--- config.mk ---
export PLATFORM = sky130hd
export DESIGN_NAME = thresh_share_arb
export DESIGN_NICKNAME = d
export VERILOG_FILES = /design/src/rtl/thresh_share_arb.sv
export SDC_FILE = /design/constraint.sdc
export NUM_CORES = 1
export LEC_CHECK = 0
export CAP_MARGIN = 20
export CORE_MARGIN = 3
export CORE_UTILIZATION = 55
export DETAILED_ROUTE_END_ITERATION = 8
export PLACE_DENSITY = 0.78
export SETUP_SLACK_MARGIN = 0.05
export SLEW_MARGIN = 30
export SYNTH_ARGS = -nofsm -noshare
export SYNTH_HDL_FRONTEND = slang
export SYNTH_SLANG_ARGS = --single-unit
--- constraint.sdc ---
create_clock -name clk -period 14.7 [get_ports clk]
set_clock_uncertainty 0.15 [all_clocks]
set_input_delay 4.41 -clock clk [delete_from_list [all_inputs] [get_ports clk]]
set_output_delay 4.41 -clock clk [all_outputs]
set_load 0.01 [all_outputs]
--- src/rtl/thresh_share_arb.sv ---
// -----------------------------------------------------------------------------
// thresh_share_arb
//
// Time-shares one adaptive-threshold datapath among N_CH pixel streams.
// A round-robin arbiter picks one requesting channel per cycle. The shared
// update then runs against that channel's running-mean accumulator, taken from
// a per-channel context bank. The result (flag, mean, channel id) is registered,
// so it appears one cycle after the beat is accepted.
//
// Parameters
//   N_CH   : number of channels (2..8)
//   CHW    : channel id width, clog2(N_CH)
//   SHIFT  : IIR shift, alpha = 2^-SHIFT; accumulator width AW = 8 + SHIFT
//   OFFSET : threshold offset added to the mean (0..255)
//
// Ports
//   clk    in   clock
//   rst_n  in   asynchronous active-low reset
//   ch_en  in   [N_CH]    per-channel enable; a disabled channel is never granted
//   s_vld  in   [N_CH]    per-channel pixel valid
//   s_sof  in   [N_CH]    per-channel start-of-frame, qualified by the beat
//   s_pix  in   [8*N_CH]  per-channel pixel, channel i at [8i+7:8i]
//   s_rdy  out  [N_CH]    one-hot grant; a beat moves on s_vld[i] & s_rdy[i]
//   m_vld  out            result valid
//   m_rdy  in             downstream ready
//   m_ch   out  [CHW]     channel id of the result
//   m_flag out            pixel above (mean + OFFSET)
//   m_mean out  [8]       mean used for the compare
// -----------------------------------------------------------------------------
module thresh_share_arb #(
    parameter int N_CH   = 4,
    parameter int CHW    = $clog2(N_CH),
    parameter int SHIFT  = 8,
    parameter int OFFSET = 8
) (
    input  logic                clk,
    input  logic                rst_n,
    input  logic [N_CH-1:0]     ch_en,
    input  logic [N_CH-1:0]     s_vld,
    input  logic [N_CH-1:0]     s_sof,
    input  logic [8*N_CH-1:0]   s_pix,
    output logic [N_CH-1:0]     s_rdy,
    output logic                m_vld,
    input  logic                m_rdy,
    output logic [CHW-1:0]      m_ch,
    output logic                m_flag,
    output logic [7:0]          m_mean
);

    localparam int AW = 8 + SHIFT;

    // ------------------------------------------------------------------
    // State
    // ------------------------------------------------------------------
    logic [CHW-1:0]            ptr_q,    ptr_d;
    logic                      m_vld_q,  m_vld_d;
    logic [CHW-1:0]            m_ch_q,   m_ch_d;
    logic                      m_flag_q, m_flag_d;
    logic [7:0]                m_mean_q, m_mean_d;

    // Flat view of every channel's accumulator so the granted one can be
    // selected with a plain index.
    logic [N_CH-1:0][AW-1:0]   acc_all;
    logic [N_CH-1:0][7:0]      pix_arr;

    assign pix_arr = s_pix;

    // ------------------------------------------------------------------
    // Arbiter
    // ------------------------------------------------------------------
    logic [N_CH-1:0] req;
    logic            can_accept;
    logic            gnt_found;
    logic [CHW-1:0]  gnt_idx;
    logic            xfer;

    assign req        = s_vld & ch_en;
    // The output register can take a new result if it is empty or is being
    // drained this cycle; this gives the bubble-free handoff after backpressure.
    assign can_accept = !m_vld_q || m_rdy;

    // Search begins one past the last winner and wraps, so the most recently
    // served channel has the lowest priority.
    always_comb begin
        int             idx;
        logic [CHW-1:0] idx_c;
        gnt_found = 1'b0;
        gnt_idx   = '0;
        idx       = 0;
        idx_c     = '0;
        for (int k = 1; k <= N_CH; k++) begin
            idx   = (int'(ptr_q) + k) % N_CH;
            idx_c = CHW'(idx);
            if (!gnt_found && req[idx_c]) begin
                gnt_found = 1'b1;
                gnt_idx   = idx_c;
            end
        end
    end

    assign xfer = can_accept && gnt_found;

    // One-hot grant. A bit is only set on a requesting channel, so s_rdy
    // equals the set of beats that actually transfer.
    generate
        for (genvar gi = 0; gi < N_CH; gi++) begin : g_rdy
            assign s_rdy[gi] = xfer && (gnt_idx == CHW'(gi));
        end
    endgenerate

    // ------------------------------------------------------------------
    // Shared threshold datapath
    // ------------------------------------------------------------------
    logic [7:0]    sel_pix;
    logic          sel_sof;
    logic [AW-1:0] sel_acc;
    logic [7:0]    sel_mean;
    logic [8:0]    sel_thr;
    logic          sel_flag;
    logic [AW-1:0] acc_upd;

    assign sel_pix  = pix_arr[gnt_idx];
    assign sel_sof  = s_sof[gnt_idx];
    assign sel_acc  = acc_all[gnt_idx];
    assign sel_mean = sel_acc[AW-1:SHIFT];

    // Threshold in 9 bits so mean + OFFSET cannot wrap past 255.
    assign sel_thr  = {1'b0, sel_mean} + 9'(OFFSET);
    assign sel_flag = ({1'b0, sel_pix} > sel_thr);

    // The IIR update acc += p - mean is bounded by 255 << SHIFT in steady
    // state, so the modular AW-bit sum never actually wraps.
    assign acc_upd = sel_sof ? {sel_pix, {SHIFT{1'b0}}}
                             : sel_acc + AW'(sel_pix) - AW'(sel_mean);

    // ------------------------------------------------------------------
    // Context bank: one accumulator per channel. Only the granted
    // channel's entry is written.
    // ------------------------------------------------------------------
    generate
        for (genvar gi = 0; gi < N_CH; gi++) begin : g_ctx
            logic [AW-1:0] acc_q;

            always_ff @(posedge clk or negedge rst_n) begin
                if (!rst_n) begin
                    acc_q <= '0;
                end else if (s_rdy[gi]) begin
                    acc_q <= acc_upd;
                end
            end

            assign acc_all[gi] = acc_q;
        end
    endgenerate

    // ------------------------------------------------------------------
    // Pointer and output register next-state
    // ------------------------------------------------------------------
    always_comb begin
        ptr_d    = ptr_q;
        m_vld_d  = m_vld_q;
        m_ch_d   = m_ch_q;
        m_flag_d = m_flag_q;
        m_mean_d = m_mean_q;
        if (xfer) begin
            ptr_d    = gnt_idx;
            m_vld_d  = 1'b1;
            m_ch_d   = gnt_idx;
            m_flag_d = sel_sof ? 1'b0 : sel_flag;
            m_mean_d = sel_sof ? sel_pix : sel_mean;
        end else if (m_rdy) begin
            // Only valid is cleared on a drain; the payload keeps its value.
            m_vld_d  = 1'b0;
        end
    end

    always_ff @(posedge clk or negedge rst_n) begin
        if (!rst_n) begin
            // N_CH-1 makes channel 0 the first winner after reset.
            ptr_q    <= CHW'(N_CH - 1);
            m_vld_q  <= 1'b0;
            m_ch_q   <= '0;
            m_flag_q <= 1'b0;
            m_mean_q <= '0;
        end else begin
            ptr_q    <= ptr_d;
            m_vld_q  <= m_vld_d;
            m_ch_q   <= m_ch_d;
            m_flag_q <= m_flag_d;
            m_mean_q <= m_mean_d;
        end
    end

    assign m_vld  = m_vld_q;
    assign m_ch   = m_ch_q;
    assign m_flag = m_flag_q;
    assign m_mean = m_mean_q;

endmodule

Word level (Yosys, flattened, before mapping)
Index checks and enable logic that the tools add are counted.
{ "totals": {"regBits": 78, "in_bits": 47, "output_inout_bits": 16, "wordCells": 68} }
{ "op_classes": {"n_addsub": 7, "order_cmp": 6, "n_eq_ne": 3, "n_mux": 27, "bitwise": 1, "n_reduce_logical": 15} }
{ "ops": {"columns": ["op", "count"], "rows": [
  ["$bmux W16 S2", 1],
  ["$mux W16", 2],
  ["$add A16 B8 Y16", 1],
  ["$bmux W8 S2", 1],
  ["$mux W8", 2],
  ["$sub A16 B8 Y16", 1],
  ["$lt A2 B3 Y1 const B", 5],
  ["$mux W1", 12],
  ["$bmux W1 S2", 5],
  ["$add A8 B4 Y9 const B", 1],
  ["$gt A8 B9 Y1", 1],
  ["$logic_and A1 B1 Y1", 8],
  ["$mux W2", 4],
  ["$add A2 B1 Y2 const B", 2],
  ["$add A2 B2 Y2 const B", 2],
  ["$and A4 B4 Y4", 1],
  ["$eq A2 B2 Y1 const B", 2],
  ["$logic_not A1 Y1", 4],
  ["$eq A2 B1 Y1 const B", 1],
  ["$logic_not A2 Y1", 1],
  ["$reduce_bool A2 Y1", 1],
  ["$logic_or A1 B1 Y1", 1]
]} }

Depth between registers and ports, before layout
Gate-level depths: netlist of the first run.
{ "logic_depth": {"depth_word": 18, "ltp_mapped": 25, "mapped_depth_nobuf": 20} }

Worst setup path after synthesis of the first run
No wires, ideal clock.
{ "synth_timing": {"kind": "input -> output", "start": "input s_vld[1]", "end": "output s_rdy[0]", "arrival_time_ns": 6.032, "path_slack_ns": 4.108, "cell_stages": 8, "path_buffers": 3, "path_cell_list": "a22oi_1 > o311ai_4 > nor2_2 > buf_4 > buf_2 > nand3_1 > inv_1 > clkbuf_1"} }
{ "synth_via": {"elab_chain_cells": 15, "elab_cells_between_ends": 26, "classes_between": "16 x mux; 1 x bitwise; 9 x reduce/logical"} }
{ "synth_lines": {"columns": ["item", "line", "source"], "rows": [
  ["start, declared", "39", "input logic [N_CH-1:0] s_vld,"],
  ["$and A4 B4 Y4 *", "77", "assign req = s_vld & ch_en;"],
  ["$bmux W1 S2", "94", "if (!gnt_found && req[idx_c]) begin"],
  ["$mux W1 (not written as such)", "94", null],
  ["$mux W1", "94", null],
  ["$logic_not A1 Y1", "94", null],
  ["$logic_and A1 B1 Y1", "94", null],
  ["$mux W1", "94", null],
  ["$logic_not A1 Y1", "94", null],
  ["$logic_and A1 B1 Y1", "94", null],
  ["$mux W1", "94", null],
  ["$logic_not A1 Y1", "94", null],
  ["$logic_and A1 B1 Y1", "94", null],
  ["$mux W2 / $mux W1 (equally long branches)", "94", null],
  ["$logic_not A2 Y1 / $logic_and A1 B1 Y1 (equally long branches)", "107, 101", null],
  ["$logic_and A1 B1 Y1 *", "107", "assign s_rdy[gi] = xfer && (gnt_idx == CHW'(gi));"],
  ["end, declared", "42", "output logic [N_CH-1:0] s_rdy,"]
]} }
Every way passes the cells marked *; elsewhere a longest branch is shown, timed or not. The select of a mux whose other input is x is not followed.

Worst setup path in the final report of the first run
{ "layout_timing": {"start": "input s_vld[1]", "end": "output s_rdy[2]"} }
{ "layout_via": {"elab_chain_cells": 15, "elab_cells_between_ends": 26, "classes_between": "1 x eq/ne; 16 x mux; 1 x bitwise; 8 x reduce/logical"} }
{ "layout_lines": {"columns": ["item", "line"], "rows": [
  ["$and A4 B4 Y4 *", "77"],
  ["$bmux W1 S2", "94"],
  ["$mux W1 (not written as such)", "94"],
  ["$mux W1", "94"],
  ["$logic_not A1 Y1", "94"],
  ["$logic_and A1 B1 Y1", "94"],
  ["$mux W1", "94"],
  ["$logic_not A1 Y1", "94"],
  ["$logic_and A1 B1 Y1", "94"],
  ["$mux W1", "94"],
  ["$logic_not A1 Y1", "94"],
  ["$logic_and A1 B1 Y1", "94"],
  ["$mux W2 / $mux W1 (equally long branches)", "94"],
  ["$eq A2 B2 Y1 / $logic_and A1 B1 Y1 (equally long branches)", "107, 101"],
  ["$logic_and A1 B1 Y1 *", "107"]
]} }
Marked as above.

==> run_results.csv, run 1 <==
group,metric,value,unit
power,powerDensity,243,nW/um2
timing,fin_crit,12630,ps
floorplanning,die_h,107,um
clock_network,cts_hold_buf,0,
global_route,grt_util_all_layers,0.278,
synth,synth_top_flop_cell,"dfrtp_1",
route,avgViaCountPerCell,5.99,
placement,globalplace.congestion,0.982,
job,maxCapViolCount,0,
clock_network,cts_resized,0,
power,p_int,779,uW
global_route,grt_pass1_wl,24900,um
setup_path,rr_endpoint,"g_ctx[3].acc_q[11]$_DFFE_PN0P_",
route,drc,0,
clock_network,cts_max_level,3,
setup_path,timing.rr.start,"ptr_q[1]$_DFFE_PN1P_",
setup_path,end_kind,"primary output",
setup_path,startpoint_type,"input pin",
clock_network,post-cts-setup-buffers,0,
power,swShare,0.500,
setup_path,r2r_setup_slack,8220,ps
synth,synth-seq-cells,78,
synth,syn_nets,708,
synth,seq_area_frac_synth,0.351,
hold_path,hold_path_depth,2,
final_layout,nets,754,
route,ant_nets,0,
power,seq_power_share,0.236,
setup_path,cp.arrival,8070,ps
placement,place_area,6220,um2
timing,maxSlewHeadroom,0.420,
setup_path,path_class,"in2out",
route,first_pass_iters,5,
power,comb_power_share,0.667,
timing,setup_violations,0,
floorplanning,core_area,9820,um2
clock_network,numCtsBuffers,9,
power,irDropWorstVdd,109,uV
setup_path,r2r_cells,19,
global_route,grt_overflow,0,
final_layout,area_growth,15.0,%
synth,synthCells,629,
setup_path,crit_fanout,25,
synth,syn-cell-area,5560,um2
floorplanning,fp.dieW,107,um
run_status,status,"finished clean",
timing,tightest_slew,861,ps
route,vias,4870,
power,switchingPower,778,uW
route,drt-wirelength-per-cell,18.6,um
timing,worst_slack,2070,ps
synth,synthDistinctLibCells,79,
floorplanning,die_area,11400,um2
final_layout,diodes,0,
timing,max_freq,79.2,MHz
setup_path,required,10140,ps
clock_network,clk_latency,360,ps
timing,totalNegativeSetupSlack,0,ps
final_layout,nFillCells,825,
power,p_clk_frac,0.097,
clock_network,clock_sinks,78,
timing,whs,336,ps
final_layout,stdcell_area,6400,um2
timing,hold_viol,0,
route,postRouteWirelength,15100,um
timing,period_share,0.859,
route,first_iter_violations,391,
hold_path,hold_path.startpoint,"m_mean[2]$_DFFE_PN0P_",
power,p_total,1.56,mW
placement,portBuffers,62,
synth,synth_edf_count,0,
placement,dp_slack,2110,ps
synth,async_flop_share,1.00,
power,p_leak,2.87,nW
clock_network,cts_tree,"yes",
timing,drv_slew,0,
placement,dpl.hpwl,11600,um
floorplanning,start_util,0.567,
hold_path,hold_path_end,"m_mean[2]$_DFFE_PN0P_",
synth,syn_area_per_cell,8.84,um2
timing,rsz0062_at_grt,"false",
global_route,antenna_found_initial,0,
floorplanning,io-pin-count,63,
clock_network,cts_buffer_depth,2,
hold_path,min_path_type,"reg2reg",
synth,ys_warn_count,0,
final_layout,drive_above_1_share,0.118,
clock_network,cts-root-buf,"clkbuf_8",
clock_network,clkTransAtPathRegs,90,ps
global_route,grt_pass1_vias,4723,
floorplanning,fp-row-count,36,
global_route,grt_max_degree,79,
## worst max-delay path by stage
stage | startpoint | endpoint | slack (ps) | depth (start not counted)
finish | s_vld[1] | s_rdy[2] | 2070 | 7
global route | s_vld[1] | s_rdy[2] | 1850 | 7
CTS | s_vld[1] | s_rdy[2] | 2100 | 7
detailed placement | s_vld[1] | s_rdy[2] | 2110 | 7
global placement | s_vld[0] | s_rdy[2] | 2180 | 7
floorplan | s_vld[1] | s_rdy[0] | 4110 | 8
## critical path: stages
cell             delay (ps)
clkdlybuf4s50_1         500
a22o_2                  340
a32o_1                  380
nor2_4                  640
nand3_1                 720
clkinv_1                450
clkdlybuf4s50_1         610
## sequential cells by signal, indices dropped and copies added (netlist names)
name         flops
m_flag           1
m_mean           8
m_vld            1
m_ch             2
g_ctx.acc_q     64
ptr_q            2
## power groups by stage
| stage | Combinational (mW) | Clock (mW) | Sequential [mW] |
|---|---|---|---|
| 2_1_floorplan | 0.747 | 0 | 0.349 |
| 3_3_place_gp | 0.995 | 0 | 0.368 |
| 3_5_place_dp | 1.02 | 0 | 0.371 |
| 4_1_cts | 1.02 | 0.153 | 0.367 |
| 5_1_grt | 1.15 | 0.164 | 0.377 |
| 6_report | 1.04 | 0.151 | 0.368 |
## cell families (layout without fill, tap and decap cells)
kind of cell,Yosys count,after routing,synth area share
muxes,44,44,0.0870
adders and majority gates,35,35,0.0792
and+or+nand+nor,244,244,0.194
DFF,78,78,0.351
buffers and inverters,53,104,0.0452
xor gates and xnor gates,16,16,0.0252
AOI/OAI and AO/OA,159,159,0.218
## cell usage after synthesis (12+ instances only)
cell        n  area (um2)
a21oi_1    15        75.1
a31oi_1    14        87.6
and3_1     16         100
clkbuf_1   15        56.3
dfrtp_1    76        1900
ha_1       31         388
inv_1      19        71.3
mux2_2     22         248
mux2i_1    20         200
nand2_1   152         571
nand3_1    17        85.1
nor2_1     26        97.6
o211ai_1   12        90.1
o21ai_0    42         210
## layout make-up
type | instances | area (um2) | share of cell area
Multi-Input combinational cell | 498 | 3360 | 0.525
Sequential cell | 78 | 1950 | 0.305
Timing Repair Buffer | 67 | 659 | 0.103
Tap cell | 133 | 166 | 0.0260
Clock buffer | 9 | 124 | 0.0194
Inverter | 21 | 78.8 | 0.0123
Clock inverter | 7 | 55.1 | 0.00860
## cells in the final DEF (no fill, tap or decap), types with 3 or more instances in the layout
cell type and instances:
a211oi_1 3, a21boi_0 6, a21boi_1 4, a21o_1 6, a21oi_1 15, a22oi_1 3
a31oi_1 14, and3_1 16, buf_4 5, clkbuf_8 9, clkdlybuf4s50_1 61, dfrtp_1 76
ha_1 31, inv_1 19, inv_6 3, mux2_2 22, mux2i_1 20, nand2_1 152
nand2b_1 7, nand3_1 17, nor2_1 26, nor3_1 6, o211ai_1 12, o21a_1 5
o21ai_0 42, o21ai_1 6, o21bai_1 3, o22ai_1 7, o31ai_1 4, xnor2_1 7
xor2_1 9
## per-stage QoR
| stage | instances | utilization |
|---|---|---|
| after floorplan | 629 | - |
| after global placement | 797 | 0.633 |
| after detailed placement | 797 | 0.633 |
| after CTS | 813 | 0.651 |
| after global routing | 813 | 0.652 |
| final | 813 | 0.652 |
## per-layer routing
| layer | wire, um | track usage | vias up |
|---|---|---|---|
| li1 | - | - | 2328 |
| met1 | 6750 | 0.387 | 2350 |
| met2 | 7100 | 0.447 | 166 |
| met3 | 929 | 0.0415 | 26 |
| met4 | 362 | 0.0922 | 0 |
| met5 | 0 | 0 | - |
Note: power is estimated with default switching activity, not from simulation.
==> run 2, diff against run 1 <==
CORE_UTILIZATION = 52   (was 55)
PLACE_DENSITY = not set   (was 0.78)
PLACE_DENSITY_LB_ADDON = 0.05   (was not set)
clock period = 11.35 ns   (was 14.7 ns; I/O delays follow)
==> run_results.csv, run 2 (synthesized netlist as in run 1, its figures left out) <==
group,metric,value,unit
route,avgViaCountPerCell,5.85,
timing,maxSlewHeadroom,0.386,
route,vias,4806,
setup_path,path_class,"in2out",
placement,place_area,6260,um2
global_route,grt_max_degree,79,
final_layout,nFillCells,921,
job,maxCapViolCount,0,
clock_network,cts_max_level,3,
global_route,grt_pass1_wl,24000,um
power,p_int,1.01,mW
final_layout,regMostFlops,"g_ctx.acc_q",
clock_network,cts_resized,0,
setup_path,crit_start,"ch_en[1]",
power,seq_power_share,0.234,
global_route,grt_pass1_vias,4497,
timing,drv_slew,0,
floorplanning,start_util,0.536,
setup_path,crit_fanout,16,
floorplanning,fp-row-count,37,
timing,hold_viol,0,
timing,rsz0062_at_grt,"false",
setup_path,r2r_setup_slack,5200,ps
timing,totalNegativeSetupSlack,0,ps
power,powerDensity,306,nW/um2
clock_network,clock_sinks,78,
placement,placed_cells,805,
timing,whs,333,ps
final_layout,final_cell_mix,"152 x nand2_1, 76 x dfrtp_1, 61 x clkdlybuf4s50_1",
clock_network,cts_buffer_depth,2,
timing,period_share,0.884,
route,first_iter_violations,372,
timing,worst_slack,1310,ps
final_layout,instances_no_fill,821,
final_layout,stdcell_area,6440,um2
timing,tightest_slew,902,ps
placement,dpl.hpwl,11100,um
timing,max_freq,99.6,MHz
clock_network,numCtsBuffers,9,
final_layout,drive_above_1_share,0.124,
final_layout,largest_reg_flops,64,
floorplanning,io-pin-count,63,
floorplanning,die_area,12000,um2
floorplanning,die_h,109,um
route,drt-wirelength-per-cell,18.5,um
global_route,grt_overflow,0,
route,drc,0,
power,p_clk_frac,0.102,
floorplanning,fp.dieW,109,um
placement,globalplace.congestion,0.913,
setup_path,required,7800,ps
setup_path,cp.arrival,6480,ps
global_route,antenna_found_initial,0,
final_layout,final_common_cell,"nand2_1",
route,postRouteWirelength,15200,um
clock_network,cts_hold_buf,0,
placement,dp_slack,1400,ps
timing,fin_crit,10040,ps
clock_network,cts-root-buf,"clkbuf_8",
final_layout,diodes,0,
setup_path,timing.rr.start,"ptr_q[1]$_DFFE_PN1P_",
clock_network,clkTransAtPathRegs,80,ps
clock_network,post-cts-setup-buffers,0,
clock_network,cts_tree,"yes",
power,comb_power_share,0.664,
clock_network,clk_latency,370,ps
final_layout,nets,759,
global_route,grt_util_all_layers,0.263,
final_layout,utilization,0.621,
timing,setup_violations,0,
power,irDropWorstVdd,184,uV
power,p_total,1.97,mW
final_layout,area_growth,15.8,%
setup_path,startpoint_type,"input pin",
final_layout,multi_input_area,3360,um2
power,switchingPower,958,uW
setup_path,end_kind,"primary output",
route,ant_nets,0,
floorplanning,core_area,10400,um2
final_layout,regArea,1950,um2
placement,portBuffers,62,
power,swShare,0.486,
power,p_leak,2.89,nW
route,first_pass_iters,5,
hold_path,min_path_type,"reg2reg",
run_status,status,"finished clean",
hold_path,hold_path.startpoint,"g_ctx[2].acc_q[1]$_DFFE_PN0P_",
==> run 2: per-layer routing <==
layer | GRT usage | wire length (um)
met2 | 0.420 | 7120
met1 | 0.365 | 6840
met3 | 0.0493 | 978
met5 | 0 | 0
met4 | 0.0712 | 286
==> run 2: critical path: stages <==
cell and delay, ps:
clkdlybuf4s50_1 560, nand3b_1 350, o21a_1 400, nand2_1 570
nand3_1 190, inv_1 390, clkdlybuf4s50_1 620
==> run 2: final cells by class <==
cell class | instances | share of cell area
clock buffers | 9 | 0.0192
clock inverters | 7 | 0.00893
inverters | 21 | 0.0122
multi-input cells | 498 | 0.522
flip-flops and latches | 78 | 0.303
well taps | 136 | 0.0264
repair buffers | 72 | 0.108
==> run 2: power groups by stage <==
| stage | clock network, mW | registers [mW] | logic, mW |
|---|---|---|---|
| floorplan | 0 | 0.452 | 0.968 |
| global placement | 0 | 0.467 | 1.27 |
| detailed placement | 0 | 0.467 | 1.30 |
| CTS | 0.204 | 0.462 | 1.30 |
| global route | 0.218 | 0.475 | 1.45 |
| finish | 0.200 | 0.462 | 1.31 |
==> run 2: final timing paths <==
check                                                       to  cells past startpoint
worst max-delay path                                  s_rdy[0]                      7
worst min-delay path             g_ctx[2].acc_q[1]$_DFFE_PN0P_                      2
worst max register to register  g_ctx[2].acc_q[11]$_DFFE_PN0P_                     19
worst min register to register   g_ctx[2].acc_q[1]$_DFFE_PN0P_                      2
max in group asynchronous       g_ctx[0].acc_q[11]$_DFFE_PN0P_                      1
min in group asynchronous       g_ctx[3].acc_q[12]$_DFFE_PN0P_                      1
